==> src/rtl/ecc_pkg.sv <==
// Shared definitions for the scalar-multiplication sequencer: ALU op
// encodings, the Fermat-inversion exponent and the sequencer state type.
package ecc_pkg;

  localparam int SCALAR_W = 255;
  localparam int IDX_W    = 8;

  localparam logic [1:0] ALU_OP_PRECAL = 2'd0;
  localparam logic [1:0] ALU_OP_DOUBLE = 2'd1;
  localparam logic [1:0] ALU_OP_DIVINV = 2'd2;
  localparam logic [1:0] ALU_OP_DIVMUL = 2'd3;

  // q - 2 = 2^255 - 21: all ones except the low five bits 01011
  localparam logic [254:0] EXP_QM2 = {{250{1'b1}}, 5'b01011};

  typedef enum logic [2:0] {
    S_IDLE,
    S_PRE,
    S_MULT,
    S_INV,
    S_DIVMUL,
    S_DONE
  } seq_state_t;

endpackage

==> src/rtl/msb_finder.sv <==
// Combinational priority encoder: index of the highest set bit plus an
// all-zero flag. Only needed for leading-zero skipping, so the module only
// exists when ECC_SEQ_SKIP_LZ_EN is defined.
`ifdef ECC_SEQ_SKIP_LZ_EN
module msb_finder #(
  parameter int W     = 255,
  parameter int IDX_W = 8
) (
  input  logic [W-1:0]     i_vec,
  output logic [IDX_W-1:0] o_msb,
  output logic             o_zero
);

  // ascending scan so the last (highest) set bit wins
  always_comb begin
    o_msb = '0;
    for (int i = 0; i < W; i++) begin
      if (i_vec[i]) o_msb = IDX_W'(i);
    end
  end

  assign o_zero = ~|i_vec;

endmodule
`endif

==> src/rtl/ecc_sequencer.sv <==
// Drives the point-arithmetic ALU through one scalar multiplication:
// PRE_CAL, MSB-first double-and-add ladder, Fermat inversion ladder, DIVMUL.
// Each phase is issued with a one-cycle alu_valid pulse; inside a ladder the
// ALU chains on its own and only the registered flags advance per ready.
// Build option: define ECC_SEQ_SKIP_LZ_EN to start the multiply ladder at
// the highest set scalar bit (and skip it entirely for k = 0).
module ecc_sequencer #(
  parameter int SCALAR_W = ecc_pkg::SCALAR_W,
  parameter int IDX_W    = ecc_pkg::IDX_W
) (
  input  logic                i_clk,
  input  logic                i_rst_n,
  input  logic                i_start,
  input  logic [SCALAR_W-1:0] i_scalar,
  input  logic                i_alu_ready,
  output logic                o_alu_valid,
  output logic [1:0]          o_alu_state,
  output logic                o_alu_keep_flag,
  output logic                o_alu_consecutive_flag,
  output logic                o_busy,
  output logic                o_done,
  output logic [IDX_W-1:0]    o_bit_idx
);
  import ecc_pkg::*;

  localparam logic [IDX_W-1:0] TOP_IDX = IDX_W'(SCALAR_W - 1);

  seq_state_t          r_state;
  logic                r_issue;
  logic [SCALAR_W-1:0] r_k;
  logic [IDX_W-1:0]    r_idx;
  logic                r_alu_valid;
  logic [1:0]          r_alu_state;
  logic                r_keep;
  logic                r_cons;
  logic                r_busy;
  logic                r_done;

  logic [IDX_W-1:0]    w_idx_dec;
  logic [IDX_W-1:0]    w_mult_top;
  logic                w_mult_skip;

  assign w_idx_dec = r_idx - IDX_W'(1);

`ifdef ECC_SEQ_SKIP_LZ_EN
  logic w_k_zero;

  msb_finder #(
    .W     (SCALAR_W),
    .IDX_W (IDX_W)
  ) u_msb_finder (
    .i_vec  (r_k),
    .o_msb  (w_mult_top),
    .o_zero (w_k_zero)
  );

  assign w_mult_skip = w_k_zero;
`else
  assign w_mult_top  = TOP_IDX;
  assign w_mult_skip = 1'b0;
`endif

  // Phase FSM; issue substate is the single cycle flagged by r_issue.
  // Flags only move on the edge that consumes alu_ready, so the ALU sees the
  // next bit's flags from the first cycle of the chained operation.
  always_ff @(posedge i_clk or negedge i_rst_n) begin
    if (!i_rst_n) begin
      r_state     <= S_IDLE;
      r_issue     <= 1'b0;
      r_k         <= '0;
      r_idx       <= '0;
      r_alu_valid <= 1'b0;
      r_alu_state <= 2'd0;
      r_keep      <= 1'b0;
      r_cons      <= 1'b0;
      r_busy      <= 1'b0;
      r_done      <= 1'b0;
    end else begin
      r_alu_valid <= 1'b0;
      r_done      <= 1'b0;
      case (r_state)
        S_IDLE: begin
          if (i_start) begin
            r_k         <= i_scalar;
            r_busy      <= 1'b1;
            r_state     <= S_PRE;
            r_issue     <= 1'b1;
            r_alu_valid <= 1'b1;
            r_alu_state <= ALU_OP_PRECAL;
            r_idx       <= '0;
            r_keep      <= 1'b0;
            r_cons      <= 1'b0;
          end
        end
        S_PRE: begin
          if (r_issue) begin
            r_issue <= 1'b0;
          end else if (i_alu_ready) begin
            r_issue     <= 1'b1;
            r_alu_valid <= 1'b1;
            if (w_mult_skip) begin
              r_state     <= S_INV;
              r_alu_state <= ALU_OP_DIVINV;
              r_idx       <= TOP_IDX;
              r_cons      <= EXP_QM2[TOP_IDX];
              r_keep      <= (TOP_IDX != '0);
            end else begin
              r_state     <= S_MULT;
              r_alu_state <= ALU_OP_DOUBLE;
              r_idx       <= w_mult_top;
              r_cons      <= r_k[w_mult_top];
              r_keep      <= (w_mult_top != '0);
            end
          end
        end
        S_MULT: begin
          if (r_issue) begin
            r_issue <= 1'b0;
          end else if (i_alu_ready) begin
            if (r_idx != '0) begin
              r_idx  <= w_idx_dec;
              r_cons <= r_k[w_idx_dec];
              r_keep <= (w_idx_dec != '0);
            end else begin
              r_state     <= S_INV;
              r_issue     <= 1'b1;
              r_alu_valid <= 1'b1;
              r_alu_state <= ALU_OP_DIVINV;
              r_idx       <= TOP_IDX;
              r_cons      <= EXP_QM2[TOP_IDX];
              r_keep      <= (TOP_IDX != '0);
            end
          end
        end
        S_INV: begin
          if (r_issue) begin
            r_issue <= 1'b0;
          end else if (i_alu_ready) begin
            if (r_idx != '0) begin
              r_idx  <= w_idx_dec;
              r_cons <= EXP_QM2[w_idx_dec];
              r_keep <= (w_idx_dec != '0);
            end else begin
              r_state     <= S_DIVMUL;
              r_issue     <= 1'b1;
              r_alu_valid <= 1'b1;
              r_alu_state <= ALU_OP_DIVMUL;
              r_cons      <= 1'b0;
              r_keep      <= 1'b0;
            end
          end
        end
        S_DIVMUL: begin
          if (r_issue) begin
            r_issue <= 1'b0;
          end else if (i_alu_ready) begin
            r_state <= S_DONE;
            r_done  <= 1'b1;
            r_busy  <= 1'b0;
          end
        end
        S_DONE: begin
          r_state <= S_IDLE;
        end
        default: begin
          r_state <= S_IDLE;
          r_issue <= 1'b0;
          r_busy  <= 1'b0;
        end
      endcase
    end
  end

  assign o_alu_valid            = r_alu_valid;
  assign o_alu_state            = r_alu_state;
  assign o_alu_keep_flag        = r_keep;
  assign o_alu_consecutive_flag = r_cons;
  assign o_busy                 = r_busy;
  assign o_done                 = r_done;
  assign o_bit_idx              = r_idx;

endmodule

==> config.mk <==
export PLATFORM = sky130hd
export DESIGN_NAME = ecc_sequencer
export DESIGN_NICKNAME = d
export VERILOG_FILES = /design/src/rtl/ecc_pkg.sv /design/src/rtl/msb_finder.sv /design/src/rtl/ecc_sequencer.sv
export SDC_FILE = /design/constraint.sdc
export NUM_CORES = 1
export LEC_CHECK = 0
export CORE_MARGIN = 10
export CORE_UTILIZATION = 55
export CTS_CLUSTER_DIAMETER = 100
export CTS_CLUSTER_SIZE = 20
export DETAILED_ROUTE_END_ITERATION = 12
export PLACE_DENSITY = 0.85
export RECOVER_POWER = 50
export SLEW_MARGIN = 20
export SYNTH_ARGS = -nofsm -noshare
export SYNTH_HDL_FRONTEND = slang
export SYNTH_SLANG_ARGS = --single-unit
==> constraint.sdc <==
create_clock -name i_clk -period 5 [get_ports i_clk]
set_input_delay 1 -clock i_clk [delete_from_list [all_inputs] [get_ports i_clk]]
set_output_delay 1 -clock i_clk [all_outputs]
set_load 0.02 [all_outputs]
==> summary.md <==
| Metric | Value |
|---|---|
| Status | `complete, but fails checks` |
| Failing checks | `max-capacitance violations, max-slew violations` |
| Worst-skew pair later-pin latency | `0.49 ns` |
| CTS Hold Buffers Added | `0` |
| WL per Instance | `19.23 um` |
| Diode count | `0` |
| Vias | `10,833` |
| Reg2reg start | `o_bit_idx[0]` |
| Post-CTS sizing | `0` |
| Die ar. | `30,560 um^2` |
| Fin Hold WS | `0.4779 ns` |
| Initial DRC count | `1,041` |
| Type of the worst min-delay path | `flip-flop to flip-flop` |
| Worst-path clk slew | `0.08 ns` |
| Switching share of power | `0.4053` |
| Hold Path Cell Cnt | `2` |
| Placed Cells | `1,922` |
| Cell area after layout | `16,440 um^2` |
| Drt drc | `0` |
| Synth area leaders | `dfrtp_1 52%, nand2_1 22%, mux4_2 8.4%, mux4_1 2.0%, mux2i_1 1.7%` |
| Final Skew | `0.009376 ns` |
| Initial Utilization | `0.5599` |
| Setup violators final | `0` |
| Syn Area/Cell | `9.369 um^2` |
| Final non-filler cell total | `1,942` |
| Synth warn | `0` |
| Post-CTS Setup Bufs | `0` |
| Int Pwr | `6.221 mW` |
| RSZ-0062 raised after global routing | `no` |
| Worst Reg2Reg Path Length in Cells | `10` |
| Clock power frac | `0.128` |
| Nets | `1,886` |
| Total gr overflow | `0` |
| FFs w/ async S/R, synth | `1.000` |
| CP Data Arrival Time | `4.27 ns` |
| Die W | `174.8 um` |
| Largest net degree at the start of global routing | `256` |
| Pre-CTS WS | `1.289 ns` |
| Vias/cell | `5.578` |
| RePlAce Congestion | `0.9489` |
| Sink Count | `274` |
| Rows | `56` |
| Post-synth net total | `1,670` |
| Post-synthesis sequential area ratio | `0.5201` |
| CP startpoint | `o_bit_idx[0]` |
| Antenna-violating nets left | `0` |
| CTS tree | `done` |
| Wire length of the first global-routing pass | `59.23 mm` |
| I/O pins | `274` |
| Clk buf depth | `3` |
| Total Wirelength | `37.35 mm` |
| Fin Setup TNS | `0 ns` |
| Reg power frac | `0.380` |
| Period utilisation layout | `0.7669` |
| H-tree depth | `1` |
| Core footprint | `23,540 um^2` |
| Detailed Place HPWL | `26.73 mm` |
| Syn Inst Count | `1,407` |
| Pleak | `8.003 nW` |
| P&R area growth vs syn | `24.72%` |
| Comb pwr share | `0.492` |
| Fin util | `0.6983` |
| PortBufs | `273` |
| Most frequent cells in the layout | `789 x nand2_1, 273 x dfrtp_1, 270 x clkdlybuf4s50_1` |
| Primary FF master, synth | `dfrtp_1` |
| Max cap viols | `3` |
| Worst-path fanout max | `33` |
| Initial antenna violation count | `1` |
| Top cell type's share of synthesized area | `0.5201` |
| Vias in the first global route | `11,035` |
| Worst Max-Slew Pin Slew | `1.903 ns` |
| WP data required | `5.44 ns` |
| Distinct cells, synth | `70` |
| Startpoint Class | `flip-flop` |
| Max Fclk | `260.8 MHz` |
| Layout cells sized above 1 | `0.06593` |
| Crit Reg-Reg Endpoint | `o_alu_consecutive_flag` |
| PwrDens | `636.3 nW/um^2` |
| Synthesized flop and latch total | `274` |
| Final count of pins violating max slew | `145` |
| Die height | `174.8 um` |
| Slew HR | `-0.2686` |
| Post-synthesis cell area | `13,180 um^2` |
| Critical path class | `flip-flop to flip-flop` |
| R2R setup slack | `1.17 ns` |
| Total CTS buffers | `17` |
| Setup slack after layout | `1.166 ns` |
| Most common cell after layout, fill and taps aside | `nand2_1` |
| Overall power | `10.46 mW` |
| Area after DPL | `16,010 um^2` |
| Post-synth EDFFs | `0` |
| WHS Endpoint | `r_k[0]` |
| Fin crit period | `3.834 ns` |
| First drt pass iteration count | `7` |
| GRT Total Usage | `0.2380` |
| Min-Delay Startpoint | `r_k[0]` |
| Clk root buf | `clkbuf_16` |
| Area leader, netlist | `dfrtp_1` |
| Crit end category | `flip-flop` |
| Final Hold Fails | `0` |
| Worst VDD drop | `0.3331 mV` |
| Switching pwr | `4.240 mW` |
## area by class of cell
| cell class | instances | area, um^2 |
|---|---|---|
| fillers | 1707 | 7102 |
| multi-input cells | 1037 | 5832 |
| repair buffers | 284 | 2873 |
| clock buffers | 18 | 429.2 |
| clock inverters | 1 | 8.758 |
| well taps | 319 | 399.1 |
| inverters | 9 | 38.79 |
| flip-flops and latches | 274 | 6860 |
## layer usage
metal  up-vias  GRT usage  wire length, um
met2       431     0.3881            18200
met4         2    0.06535              932
met5         -          0               13
li1       5018          -                -
met1      5307     0.3155            15480
met3        75    0.05281             2722
## cell usage after synthesis, drive strengths merged, types with 4 or more instances
master	n
a2111oi	4
a211oi	12
a21o	8
a21oi	10
buf	28
clkbuf	58
dfrtp	274
ha	4
inv	7
mux2	11
mux2i	22
mux4	60
nand2	789
nand3	6
nor2	22
nor2b	4
nor3	6
nor4	7
o21ai	11
o22ai	6
o31a	4
xnor2	4
## flip-flops by register name, indices dropped and copies added, names as in the netlist, 2 cells and up
signal	cells
r_state	3
r_k	255
o_bit_idx	8
o_alu_state	2
## worst max-delay path by stage
stage                                         to  slack, ns  cells after the start
after floorplan           o_alu_consecutive_flag       1.48                     15
after global placement    o_alu_consecutive_flag       1.35                     10
after detailed placement  o_alu_consecutive_flag       1.29                     10
after CTS                 o_alu_consecutive_flag       1.25                     10
after global routing                    r_k[150]       0.76                      2
final                     o_alu_consecutive_flag       1.17                     10
## power by group through the flow
stage | clock, mW | sequential (mW) | combinational [mW]
global placement | 0 | 3.93 | 4.94
global route | 1.44 | 4.07 | 5.64
detailed placement | 0 | 3.97 | 5.14
floorplan | 0 | 3.70 | 4.02
CTS | 1.36 | 3.95 | 5.17
finish | 1.34 | 3.98 | 5.15
## cell families after synthesis
family,count (synthesis),synth area share
DFF,274,0.5201
muxes,93,0.1316
xor gates and xnor gates,7,0.006075
adders and majority gates,4,0.003797
buffers and inverters,96,0.03920
AOI/OAI and AO/OA,86,0.04936
and+or+nand+nor,847,0.2498
## worst max-delay path, cell delays in order, from the launching register on
cell	delay, ns
dfrtp_4	0.41
clkinv_1	0.09
buf_4	0.25
ha_2	0.69
inv_6	0.27
mux4_2	0.42
and2_1	0.12
a211oi_1	0.06
a311o_1	0.41
a2111oi_0	0.84
a211o_1	0.19
No activity file was read; power rests on OpenSTA's default activity.
